File: src/rtl/riscv_pkg.sv
// Shared core package: branch-predictor defaults and saturating-arithmetic helpers.
package riscv_pkg;

    localparam int BPRED_CTR_W_DEFAULT = 2;

    // Saturating increment towards max_v; values are carried in a 32-bit container.
    function automatic logic [31:0] sat_inc(input logic [31:0] v, input logic [31:0] max_v);
        return (v >= max_v) ? max_v : v + 32'd1;
    endfunction

    function automatic logic [31:0] sat_dec(input logic [31:0] v);
        return (v == 32'd0) ? 32'd0 : v - 32'd1;
    endfunction

endpackage

File: src/rtl/bpred_sat_ctr.sv
// One CTR_W-bit saturating direction counter with load/inc/dec enables (load has priority).
module bpred_sat_ctr
    import riscv_pkg::*;
#(
    parameter int CTR_W = BPRED_CTR_W_DEFAULT
) (
    input  logic             clk_i,
    input  logic             rst_i,
    input  logic             load_i,
    input  logic [CTR_W-1:0] load_val_i,
    input  logic             inc_i,
    input  logic             dec_i,
    output logic [CTR_W-1:0] ctr_o
);

    localparam logic [31:0] CTR_MAX = 32'((64'd1 << CTR_W) - 64'd1);

    logic [CTR_W-1:0] ctr_q;
    logic [CTR_W-1:0] ctr_d;

    always_comb begin
        ctr_d = ctr_q;
        if (load_i) begin
            ctr_d = load_val_i;
        end else if (inc_i) begin
            ctr_d = CTR_W'(sat_inc(32'(ctr_q), CTR_MAX));
        end else if (dec_i) begin
            ctr_d = CTR_W'(sat_dec(32'(ctr_q)));
        end else begin
            ctr_d = ctr_q;
        end
    end

    always_ff @(posedge clk_i or posedge rst_i) begin
        if (rst_i) begin
            ctr_q <= '0;
        end else begin
            ctr_q <= ctr_d;
        end
    end

    assign ctr_o = ctr_q;

endmodule

File: src/rtl/bpred_bimodal_btb.sv
// Direct-mapped BTB with partial tags and per-entry saturating direction counters.
// Optional statistics counters are enabled with the BPRED_STATS_EN macro.
module bpred_bimodal_btb
    import riscv_pkg::*;
#(
    parameter int XLEN    = 32,
    parameter int ENTRIES = 16,
    parameter int TAG_W   = 8,
    parameter int CTR_W   = BPRED_CTR_W_DEFAULT
) (
    input  logic            clk_i,
    input  logic            rst_i,
    input  logic            flush_i,
    input  logic [XLEN-1:0] fetch_pc_i,
    output logic            fetch_hit_o,
    output logic            fetch_taken_o,
    output logic [XLEN-1:0] fetch_target_o,
    input  logic            ex_valid_i,
    input  logic            ex_is_branch_i,
    input  logic [XLEN-1:0] ex_pc_i,
    input  logic            ex_taken_i,
    input  logic [XLEN-1:0] ex_target_i,
    input  logic            ex_pred_taken_i
`ifdef BPRED_STATS_EN
    ,
    output logic [31:0]     stat_updates_o,
    output logic [31:0]     stat_mispred_o
`endif
);

    localparam int IDX_W = $clog2(ENTRIES);
    localparam logic [CTR_W-1:0] CTR_WEAK_TAKEN = CTR_W'(1) << (CTR_W - 1);

    typedef struct packed {
        logic             valid;
        logic [TAG_W-1:0] tag;
        logic [XLEN-1:0]  target;
        logic [CTR_W-1:0] ctr;
    } bpred_entry_t;

    logic [ENTRIES-1:0] valid_q;
    logic [TAG_W-1:0]   tags_q    [ENTRIES];
    logic [XLEN-1:0]    targets_q [ENTRIES];
    logic [CTR_W-1:0]   ctr_s     [ENTRIES];

    // PC bit 0 is ignored so that compressed instructions index like full ones.
    logic [IDX_W-1:0] f_idx_s, ex_idx_s;
    logic [TAG_W-1:0] f_tag_s, ex_tag_s;
    assign f_idx_s  = fetch_pc_i[IDX_W:1];
    assign f_tag_s  = fetch_pc_i[IDX_W+TAG_W:IDX_W+1];
    assign ex_idx_s = ex_pc_i[IDX_W:1];
    assign ex_tag_s = ex_pc_i[IDX_W+TAG_W:IDX_W+1];

    bpred_entry_t rd_e_s;
    always_comb begin
        rd_e_s.valid  = valid_q[f_idx_s];
        rd_e_s.tag    = tags_q[f_idx_s];
        rd_e_s.target = targets_q[f_idx_s];
        rd_e_s.ctr    = ctr_s[f_idx_s];
    end

    assign fetch_hit_o    = rd_e_s.valid && (rd_e_s.tag == f_tag_s);
    assign fetch_taken_o  = fetch_hit_o && rd_e_s.ctr[CTR_W-1];
    assign fetch_target_o = fetch_hit_o ? rd_e_s.target : '0;

    logic train_s, upd_s, ex_hit_s;
    assign train_s  = ex_valid_i && ex_is_branch_i;
    assign upd_s    = train_s && !flush_i;
    assign ex_hit_s = valid_q[ex_idx_s] && (tags_q[ex_idx_s] == ex_tag_s);

    // A taken update writes the same fields whether it hits (tag unchanged) or allocates.
    always_ff @(posedge clk_i or posedge rst_i) begin
        if (rst_i) begin
            valid_q <= '0;
            for (int i = 0; i < ENTRIES; i++) begin
                tags_q[i]    <= '0;
                targets_q[i] <= '0;
            end
        end else if (flush_i) begin
            valid_q <= '0;
        end else if (upd_s && ex_taken_i) begin
            valid_q[ex_idx_s]   <= 1'b1;
            tags_q[ex_idx_s]    <= ex_tag_s;
            targets_q[ex_idx_s] <= ex_target_i;
        end
    end

    for (genvar g = 0; g < ENTRIES; g++) begin : g_ctr
        logic sel_s;
        assign sel_s = upd_s && (ex_idx_s == IDX_W'(g));
        bpred_sat_ctr #(.CTR_W(CTR_W)) u_ctr (
            .clk_i      (clk_i),
            .rst_i      (rst_i),
            .load_i     (sel_s && !ex_hit_s && ex_taken_i),
            .load_val_i (CTR_WEAK_TAKEN),
            .inc_i      (sel_s && ex_hit_s && ex_taken_i),
            .dec_i      (sel_s && ex_hit_s && !ex_taken_i),
            .ctr_o      (ctr_s[g])
        );
    end

`ifdef BPRED_STATS_EN
    logic [31:0] stat_updates_q, stat_mispred_q;

    // Statistics see every training event, including those discarded by a flush.
    always_ff @(posedge clk_i or posedge rst_i) begin
        if (rst_i) begin
            stat_updates_q <= 32'd0;
            stat_mispred_q <= 32'd0;
        end else if (train_s) begin
            stat_updates_q <= sat_inc(stat_updates_q, 32'hFFFF_FFFF);
            if (ex_pred_taken_i != ex_taken_i) begin
                stat_mispred_q <= sat_inc(stat_mispred_q, 32'hFFFF_FFFF);
            end
        end
    end

    assign stat_updates_o = stat_updates_q;
    assign stat_mispred_o = stat_mispred_q;
`endif

    logic unused_s;
    assign unused_s = ^{fetch_pc_i, ex_pc_i, ex_pred_taken_i, rd_e_s};

endmodule
File: config.mk
export PLATFORM = sky130hd
export DESIGN_NAME = bpred_bimodal_btb
export DESIGN_NICKNAME = d
export VERILOG_FILES = /design/src/rtl/riscv_pkg.sv /design/src/rtl/bpred_sat_ctr.sv /design/src/rtl/bpred_bimodal_btb.sv
export SDC_FILE = /design/constraint.sdc
export NUM_CORES = 2
export LEC_CHECK = 0
export ABC_CLOCK_PERIOD_IN_PS = 35800
export BUFFER_PORTS_ARGS = -buffer_cell sky130_fd_sc_hd__clkbuf_2
export CAP_MARGIN = 20
export CORE_MARGIN = 3
export CORE_UTILIZATION = 55
export DETAILED_ROUTE_END_ITERATION = 16
export PLACE_DENSITY = 0.71
export RECOVER_POWER = 50
export SYNTH_ARGS = -nofsm -noshare
export SYNTH_HDL_FRONTEND = slang
export SYNTH_HIERARCHICAL = 1
export SYNTH_SLANG_ARGS = --single-unit
File: constraint.sdc
create_clock -name clk_i -period 35.8 [get_ports clk_i]
set_input_delay 5.37 -clock clk_i [delete_from_list [all_inputs] [get_ports clk_i]]
set_output_delay 5.37 -clock clk_i [all_outputs]
set_load 0.005 [all_outputs]
==> flow_summary.ini <==
[critical_path]
startpoint_type = input port
path_class = in2async
rrSetupSlack_ps = 32380
critPathMaxFanout = 195
cp.required_ps = 34060
critical_path.endpoint_type = async pin
critical_path_arrival_ps = 18760

[synth]
yosysWarnings = 6
syn_area_mm2 = 0.0335
synth.area.top_cells = dfrtp_1 51%, mux2_2 21%, mux4_2 16%, nor2b_1 1.9%, clkbuf_1 1.5%
synth_cell_types = 52
synth-edff-count = 0
ys_seq_area_share_pct = 51.5
synth_area_per_cell_um2 = 14.9
ys_ff_latch = 688
synth_flop_cell = dfrtp_1
synth_top_area_share_pct = 51.5
yosys.area.top_type = dfrtp_1
synth_cells = 2242
synthArstFlopShare_pct = 100

[global_routing]
grt_pass1_vias = 20800
grt-busiest-layer = met2
track_usage_pct = 26.1
grt_pass1_wl_um = 126000
met1_usage_pct = 36.8
grt_overflow_total = 0
grt_use_met2_pct = 42.5
grt_max_degree = 196
grt_use_met3_pct = 4.58
grt_antenna_before_repair = 5

[cells_and_area]
final_cell_mix = 688 x dfrtp_1, 619 x mux2_2, 231 x mux4_2
fin_area_mm2 = 0.0370
final_common_cell = dfrtp_1
area_growth_pct = 10.5
drive_above_1_share_pct = 48.1
fin_nets = 2382
ff_latch_area_mm2 = 0.0172
fin_cells = 3111
post-route-util_pct = 62.1
fillers = 4331
multi_input_area_mm2 = 0.0154

[routing]
drt_first_iter_violations = 1482
drc = 0
routed_wl_um = 81000
wl_per_cell_um = 26.0
first_pass_iters = 7
ant_nets = 0
vias = 19700
via_per_inst = 6.35

[floorplanning]
num_rows = 89
initial_utilization_pct = 56.2
core_mm2 = 0.0596
io-pin-count = 137
die-width_um = 253
dieArea_mm2 = 0.0638
die_h_um = 253

[clock_tree]
cts_hold_buf = 0
cts_resized = 0
clock_path_buffers = 3
cts_tree = yes
cts_root_buf = clkbuf_16
cts_setup_buffers = 0
clock-sinks = 688
path_clk_slew_ps = 50
cts_made_buffers = 75
insertion_delay_ps = 610
h-tree-depth = 3

[place]
place_area_mm2 = 0.0345
dp.cells = 2971
portBuffers = 95
place_hpwl_um = 41700
routabilityCongestion = 0.763
preCtsSetupSlack_ps = 20820

[min_path]
worst_hold_path_type = reg2reg

[timing]
fin_skew_ps = 22.5
rsz0062_at_grt = no
tns_ps = 0
fin_ws_ps = 15300
hold_viol = 0
period_needed_ps = 20500
fmax_ghz = 0.0488
maxSlewViolCount = 896
worstMarginPinSlew_ps = 9660
setup_viol_count_final = 0
post-route-period-util_pct = 57.3
slew_headroom_pct = -544

[power_and_ir_drop]
p_leak_nw = 17.3
vdd_drop_max_v = 0.0000305
power_density_mw_per_mm2 = 50.4

[status]
status = complete, but fails checks
violations = max-capacitance violations, max-slew violations

[run]
maxCapViolations = 14
-- final timing paths --
| path | start | endpoint | cells after the start |
|---|---|---|---|
| max reg2reg | tags_q[7]$_DFFE_PP0P_ | g_ctr[12].u_ctr/ctr_o[0]$_DFFE_PP0P_ | 10 |
| max | rst_i | tags_q[37]$_DFFE_PP0P_ | 4 |
| min | targets_q[155]$_DFFE_PP0P_ | targets_q[155]$_DFFE_PP0P_ | 1 |
| min reg2reg | targets_q[155]$_DFFE_PP0P_ | targets_q[155]$_DFFE_PP0P_ | 1 |
| max in group clk_i | fetch_pc_i[2] | fetch_target_o[22] | 9 |
| min in group asynchronous | rst_i | g_ctr[9].u_ctr/ctr_o[1]$_DFFE_PP0P_ | 2 |
-- power by group --
| part | internal [mW] | leakage [nW] | switching, mW |
|---|---|---|---|
| combinational | 0.101 | 6.63 | 0.0820 |
| sequential | 0.841 | 9.36 | 0.0357 |
| clock | 0.484 | 1.27 | 0.320 |
| total | 1.43 | 17.3 | 0.438 |
-- cells by family (layout without fill, tap and decap cells) --
family          Yosys count  count (layout)  synth area share (%)
compound gates          138             138                  2.73
buf+inv                 221             286                  3.00
flops                   688             688                  51.5
xor+xnor                 21              21                 0.550
other cells               2              33                0.0224
simple gates            293             293                  4.75
mux                     879             879                  37.5
-- registers in the layout, summed over array words and instances (netlist names) --
signal             count
g_ctr.u_ctr/ctr_o     32
tags_q               128
targets_q            512
valid_q               16
-- Yosys cell counts (3+ instances only) --
library cell,n
o31ai_2,16
dfrtp_1,688
mux2_2,619
a21oi_1,42
xnor2_1,14
and3_1,8
o21ai_0,44
and2_1,10
clkbuf_1,138
nor3_1,16
or3_1,5
mux2i_1,23
nor3_2,12
buf_12,4
and2b_1,4
a211oi_1,17
nor2_1,52
a31oi_1,3
inv_1,32
buf_6,9
buf_1,18
nand2_1,64
mux4_1,5
nand3_1,8
buf_2,17
o211ai_1,4
nor2b_1,103
mux4_2,231
xor2_1,7
-- worst max-delay path, cell delays in order --
cell and delay (ps):
clkbuf_1 400, clkinvlp_2 1040, clkbuf_1 4570, clkbuf_1 7190
-- area by class of cell --
class,count,area share (%)
inverter,32,0.328
tap,773,2.62
antenna,1,0.00677
timing repair buffer,119,1.81
multi-input combinational,1363,41.7
sequential,688,46.6
clock inverter,26,0.958
clock buffer,109,6.02
-- stage by stage --
step           hold WS (ps)  power [mW]
2_1_floorplan           461        1.03
3_3_place_gp            476        1.06
3_5_place_dp            487        1.07
4_1_cts                 500        1.88
5_1_grt                 509        1.93
6_report                498        1.86
-- routing by layer --
metal | wire length [um] | vias up
met5 | 49 | -
met4 | 1920 | 8
met3 | 4020 | 145
met2 | 40100 | 521
met1 | 34900 | 10700
li1 | - | 8351
No activity file was read; power rests on OpenSTA's default activity.
